[src/rtl/bwt_pkg.sv]
// rtl/bwt_pkg.sv - shared types and helpers for the inverse BWT decoder
package bwt_pkg;

    typedef logic [7:0] byte_t;

    typedef enum logic [1:0] {
        IDLE,
        RANK,
        WALK,
        DONE
    } ibwt_state_e;

    // Index width that stays at least 1 bit even for degenerate lengths
    function automatic int idx_w(input int n);
        return (n < 2) ? 1 : $clog2(n);
    endfunction

endpackage

[src/rtl/ibwt_decoder_if.sv]
// rtl/ibwt_decoder_if.sv - request/result bundle between a client and the decoder
interface ibwt_decoder_if import bwt_pkg::*; #(
    parameter int STRING_LEN = 8
) ();
    localparam int IDX_W = idx_w(STRING_LEN);

    logic                     start;
    byte_t [STRING_LEN-1:0]   data_in;
    logic  [IDX_W:0]          primary_idx;
    byte_t [STRING_LEN-1:0]   data_out;
    logic                     busy;
    logic                     done;
    logic                     err;

    modport master (
        output start, data_in, primary_idx,
        input  data_out, busy, done, err
    );

    modport slave (
        input  start, data_in, primary_idx,
        output data_out, busy, done, err
    );
endinterface

[src/rtl/lf_rank.sv]
// rtl/lf_rank.sv - LF-mapping rank of one L-column position
module lf_rank import bwt_pkg::*; #(
    parameter int STRING_LEN = 8,
    parameter int IDX_W      = idx_w(STRING_LEN)
) (
    input  byte_t [STRING_LEN-1:0] l,
    input  logic  [IDX_W-1:0]      rk,
    output logic  [IDX_W-1:0]      lf
);
    byte_t                 sym;
    logic [STRING_LEN-1:0] term;

    assign sym = l[rk];

    // Each term marks a symbol sorting before l[rk]; equal symbols break ties by position
    always_comb begin
        term = '0;
        for (int j = 0; j < STRING_LEN; j++) begin
            term[j] = (l[j] < sym) || ((l[j] == sym) && (IDX_W'(j) < rk));
        end
    end

    // Popcount of the terms; at most STRING_LEN-1 are set, so IDX_W bits suffice
    always_comb begin
        lf = '0;
        for (int j = 0; j < STRING_LEN; j++) begin
            lf = lf + IDX_W'(term[j]);
        end
    end
endmodule

[src/rtl/ibwt_decoder.sv]
// rtl/ibwt_decoder.sv - inverse Burrows-Wheeler transform via LF-mapping walk
module ibwt_decoder import bwt_pkg::*; #(
    parameter int STRING_LEN = 8
) (
    input  logic             clk,
    input  logic             rst,
    ibwt_decoder_if.slave    bus
);
    localparam int IDX_W = idx_w(STRING_LEN);
    localparam logic [IDX_W-1:0] LAST = IDX_W'(STRING_LEN - 1);

    ibwt_state_e             state;
    ibwt_state_e             next_state;
    byte_t [STRING_LEN-1:0]  l_reg;
    logic  [IDX_W-1:0]       lf_mem [STRING_LEN];
    logic  [IDX_W-1:0]       lf_val;
    logic  [IDX_W-1:0]       p;
    logic  [IDX_W-1:0]       k;
    logic  [IDX_W-1:0]       rk;
    logic                    accept;
    logic                    bad_idx;

    lf_rank #(
        .STRING_LEN (STRING_LEN),
        .IDX_W      (IDX_W)
    ) u_lf_rank (
        .l  (l_reg),
        .rk (rk),
        .lf (lf_val)
    );

    // State register; reset aborts any job in flight
    always_ff @(posedge clk) begin
        if (rst) begin
            state <= IDLE;
        end else begin
            state <= next_state;
        end
    end

    // Next-state: a bad row index never leaves IDLE
    always_comb begin
        next_state = state;
        case (state)
            IDLE: if (accept && !bad_idx) next_state = RANK;
            RANK: if (rk == LAST)         next_state = WALK;
            WALK: if (k == '0)            next_state = DONE;
            DONE:                         next_state = IDLE;
            default:                      next_state = IDLE;
        endcase
    end

    // Decoded control: start is only honoured in IDLE
    always_comb begin
        accept   = (state == IDLE) && bus.start;
        bad_idx  = bus.primary_idx >= (IDX_W+1)'(STRING_LEN);
        bus.busy = (state != IDLE);
    end

    // Datapath: latch job, fill lf table, then walk it backwards into data_out
    always_ff @(posedge clk) begin
        if (rst) begin
            bus.data_out <= '0;
            bus.done     <= 1'b0;
            bus.err      <= 1'b0;
            rk           <= '0;
            k            <= '0;
            p            <= '0;
        end else begin
            bus.done <= (state == DONE) || (accept && bad_idx);
            case (state)
                IDLE: begin
                    if (accept) begin
                        l_reg   <= bus.data_in;
                        p       <= bus.primary_idx[IDX_W-1:0];
                        bus.err <= bad_idx;
                        rk      <= '0;
                    end
                end
                RANK: begin
                    lf_mem[rk] <= lf_val;
                    rk         <= rk + IDX_W'(1);
                    k          <= LAST;
                end
                WALK: begin
                    bus.data_out[k] <= l_reg[p];
                    p               <= lf_mem[p];
                    k               <= k - IDX_W'(1);
                end
                default: ;
            endcase
        end
    end
endmodule
[src/flat_wrapper.sv]
// flat-port wrapper written by rule: the top's interface ports become plain ports
module ibwt_decoder_flat import bwt_pkg::*;
#(
    parameter int STRING_LEN = 8
)
  (clk, rst, bus_start, bus_data_in, bus_primary_idx, bus_data_out, bus_busy, bus_done, bus_err);
  ibwt_decoder_if #(.STRING_LEN(STRING_LEN)) bus_i ();
  input  logic clk;
  input  logic rst;
  input wire logic [$bits(bus_i.start)-1:0] bus_start;
  input wire logic [$bits(bus_i.data_in)-1:0] bus_data_in;
  input wire logic [$bits(bus_i.primary_idx)-1:0] bus_primary_idx;
  output wire logic [$bits(bus_i.data_out)-1:0] bus_data_out;
  output wire logic [$bits(bus_i.busy)-1:0] bus_busy;
  output wire logic [$bits(bus_i.done)-1:0] bus_done;
  output wire logic [$bits(bus_i.err)-1:0] bus_err;
  assign bus_i.start = bus_start;
  assign bus_i.data_in = bus_data_in;
  assign bus_i.primary_idx = bus_primary_idx;
  assign bus_data_out = bus_i.data_out;
  assign bus_busy = bus_i.busy;
  assign bus_done = bus_i.done;
  assign bus_err = bus_i.err;
  ibwt_decoder #(.STRING_LEN(STRING_LEN)) u_core (.clk(clk), .rst(rst), .bus(bus_i));
endmodule
[config.mk]
export PLATFORM = sky130hd
export DESIGN_NAME = ibwt_decoder_flat
export DESIGN_NICKNAME = d
export VERILOG_FILES = /design/src/rtl/bwt_pkg.sv /design/src/rtl/ibwt_decoder_if.sv /design/src/rtl/lf_rank.sv /design/src/rtl/ibwt_decoder.sv /design/src/flat_wrapper.sv
export SDC_FILE = /design/constraint.sdc
export NUM_CORES = 1
export LEC_CHECK = 0
export BUFFER_PORTS_ARGS = -buffer_cell sky130_fd_sc_hd__buf_2
export CORE_UTILIZATION = 50
export CTS_CLUSTER_DIAMETER = 30
export DETAILED_ROUTE_END_ITERATION = 12
export PLACE_DENSITY = 0.72
export SLEW_MARGIN = 20
export SYNTH_ARGS = -nofsm -noshare
export SYNTH_HDL_FRONTEND = slang
export SYNTH_HIERARCHICAL = 1
export SYNTH_SLANG_ARGS = --single-unit
[constraint.sdc]
create_clock -name clk -period 6.15 [get_ports clk]
set_input_delay 0.9225 -clock clk [delete_from_list [all_inputs] [get_ports clk]]
set_output_delay 0.9225 -clock clk [all_outputs]
set_load 0.01 [all_outputs]
==> results.md <==
- Post-CTS setup buffer count: 0
- Crit path max fanout: 19
- Slew headroom: 0.349
- Critical Path Start Type: register
- Worst vdd ir: 0.387 mV
- Slew Limit Fails: 0
- Io pins: 138
- Routed wire per std cell: 20.1 um
- H-tree Lvls: 4
- Total die area: ~0.017 mm^2
- Sequential area share after synthesis: 0.502
- Mapped Area: 0.00846 mm^2
- Final setup viols: 0
- Setup TNS: 0 ps
- Die Wd: 132 um
- Commonest non-fill, non-tap cell in the layout: buf_2
- Status: finished, final reports clean
- CTS Buf Count: 17
- Layout cells sized above 1: 0.285
- TritonCTS clock tree: yes
- CP endpoint kind: register
- Power Density: between 400 and 500 mW/mm^2
- # rows: 47
- Starting DRC count in detailed routing: 357
- Gr ovfl total: 0
- FF+latch count, synth: 168
- Fillers: 1331
- Post-CTS Hold Buffers: 0
- Port buffer count: 137
- Root Buffer: clkbuf_16
- WS Path Type: register to register
- Number of unique standard cell types used by synthesis: 60
- Via-to-Cell Ratio: 5.77
- Fin util: 0.607
- Starting Density: 0.512
- Asr flop ratio synth: 0
- Max incr delay on CP: 850 ps
- CP dominant cell by count: fa_1
- Drt drc: 0
- Largest net degree at the start of global routing: between 60 and 70
- Final min period: 5600 ps
- Slowest-stage cell, CP: dfxtp_1
- HPWL after DPL: 15500 um
- Vert. Die Dim: 132 um
- Vias in the first global route: slightly above 6000
- First-pass GRT wire length: 32700 um
- Core Footprint: 0.0165 mm^2
- Warnings from Yosys: 6
- Hold Crit Class: register to register
- Clock transition at path regs: about 80 ps
- Synth-to-layout area growth: 18.6%
- Clock Skew: 12.2 ps
- Leak: between 4 and 5 nW
- Dpl ws: 603 ps
- Critical Path, Cell by Cell: buf_4 > mux4_1 > mux2i_1 > buf_4 > ha_1 > and3_1 > nand3_1 > mux2_2 > o31ai_1 > fa_1 > inv_1 > fa_1 > inv_1 > fa_1 > ha_1 > inv_1 > fa_1 > xnor2_1
- Syn Nets: 790
- Max_cap viols: 0
- Clk buf depth: 2
- Global Route Usage Sum: 0.247
- Most frequent cells in the layout: 137 x buf_2, 88 x edfxtp_1, 80 x dfxtp_1, 74 x ha_1, 56 x a22o_1
- Syn avg cell area: approximately 13 um^2
- Critical path arrival: 5750 ps
- Top_reg_cell synth: edfxtp_1
- RSZ-0062 raised after global routing: false
- Post-synth EDFFs: 88
- Post-synthesis instance total: between 600 and 700
- Net count reported at finish: 942
- DR pass1 iterations: 5
- Post-DRT Antenna Nets: 0
- # clock sinks: ~170
- Placer Congestion: 0.870
- Initial antenna violation count: 1
- Final hold vios: 0
- Measured slew at the worst slew-check pin: 976 ps
- Post-CTS resize count: 0
- Vias: 5928
- Critical path required time: 6300 ps
- Routed wire length: 20700 um
- Final setup margin: 550 ps
- Peak Freq: 179 MHz
- Tcrit/Tclk final: 0.911
- Skew-Pair Late Insertion Delay: roughly 440 ps
-- cells by family (layout without fill, tap and decap cells) --
family	Yosys count	count (layout)	share of synthesized area
AOI/OAI and AO/OA	162	162	0.165
xor gates and xnor gates	1	1	0.00104
adders and majority gates	78	78	0.119
buffers and inverters	40	205	0.0256
DFF	168	168	0.502
muxes	73	73	0.117
other	0	1	0
and+or+nand+nor	119	119	0.0711
-- per-layer routing --
metal  track usage  share of wire  vias to the layer above
met5             0              0                        -
met4         0.109          0.024                        0
met3        0.0477          0.053                       29
met2         0.407           0.49                      210
met1         0.318           0.43                     2846
li1              -              -                     2843
-- stage by stage --
step / std cells / cell area (um^2) / power (mW) / hold WS (ps)
finish: 1027 / 10000 / 4.47 / 461
detailed placement: 994 / 9410 / 3.41 / 435
CTS: 1026 / 10000 / 4.49 / 466
global route: 1027 / 10000 / 4.73 / 481
global placement: 994 / 9410 / 3.34 / 436
floorplan: 641 / 8460 / 2.89 / 481
-- worst paths after layout --
| check | from | endpoint | slack (ps) | depth (start not counted) |
|---|---|---|---|---|
| setup / recovery | u_core/rk[1]$_SDFFE_PP0P_ | u_core/lf_mem[0][2]$_DFFE_PP_ | 550 | 18 |
| hold reg to reg | u_core/bus.data_out[63]$_SDFFE_PP0P_ | u_core/bus.data_out[63]$_SDFFE_PP0P_ | 460 | 2 |
| setup reg to reg | u_core/rk[1]$_SDFFE_PP0P_ | u_core/lf_mem[0][2]$_DFFE_PP_ | 550 | 18 |
| hold / removal | u_core/bus.data_out[63]$_SDFFE_PP0P_ | u_core/bus.data_out[63]$_SDFFE_PP0P_ | 460 | 2 |
-- worst max-delay path: cells and delay by family (launching register included) --
kind	cells	cell delay [ps]
buf+inv	5	650
compound gates	1	90
fa+ha+maj	6	2320
xor+xnor	1	480
mux	3	650
flops	1	850
simple gates	2	260
-- synthesized netlist by cell type (3+ instances only) --
| library cell | count | area share |
|---|---|---|
| a31oi_1 | 4 | 0.0030 |
| nand2b_1 | 6 | 0.0044 |
| o22ai_2 | 7 | 0.010 |
| nand2_1 | 28 | 0.012 |
| mux4_1 | 9 | 0.028 |
| dfxtp_1 | 80 | 0.19 |
| fa_1 | 4 | 0.0095 |
| clkbuf_1 | 4 | 0.0018 |
| ha_1 | 74 | 0.11 |
| nor3_1 | 4 | 0.0024 |
| o31ai_1 | 8 | 0.0071 |
| a221oi_4 | 7 | 0.022 |
| mux2_2 | 16 | 0.021 |
| mux2i_1 | 40 | 0.047 |
| a21oi_1 | 26 | 0.015 |
| nand4_1 | 9 | 0.0067 |
| buf_2 | 6 | 0.0035 |
| a21o_1 | 5 | 0.0044 |
| inv_1 | 23 | 0.010 |
| nor2b_1 | 13 | 0.0096 |
| nor2_1 | 29 | 0.013 |
| edfxtp_1 | 88 | 0.31 |
| mux4_2 | 7 | 0.019 |
| o22ai_1 | 3 | 0.0022 |
| o21a_1 | 8 | 0.0071 |
| o21ai_0 | 14 | 0.0083 |
| buf_6 | 3 | 0.0040 |
| a22oi_1 | 5 | 0.0044 |
| nand3_1 | 14 | 0.0083 |
| a22o_1 | 56 | 0.058 |
-- area by class of cell --
cell class / count / area [um^2] / share of cell area
Sequential cell: 168 / 4240 / 0.423
Multi-Input combinational cell: 433 / 4010 / 0.400
Timing Repair Buffer: 150 / 796 / 0.0793
Clock buffer: 17 / 425 / 0.0424
Tap cell: 220 / 275 / 0.0274
Clock inverter: 15 / 194 / 0.0193
Inverter: 23 / 86.3 / 0.00861
Antenna cell: 1 / 2.50 / 0.000249
-- where the power goes --
group	switching (mW)	leakage, nW	internal, mW	total [mW]
registers	0.131	1.46	1.57	1.70
clock network	0.523	0.300	0.560	1.08
logic	1.06	2.34	0.631	1.69
total	1.71	4.10	2.76	4.47
(Power assumes the default switching activity.)
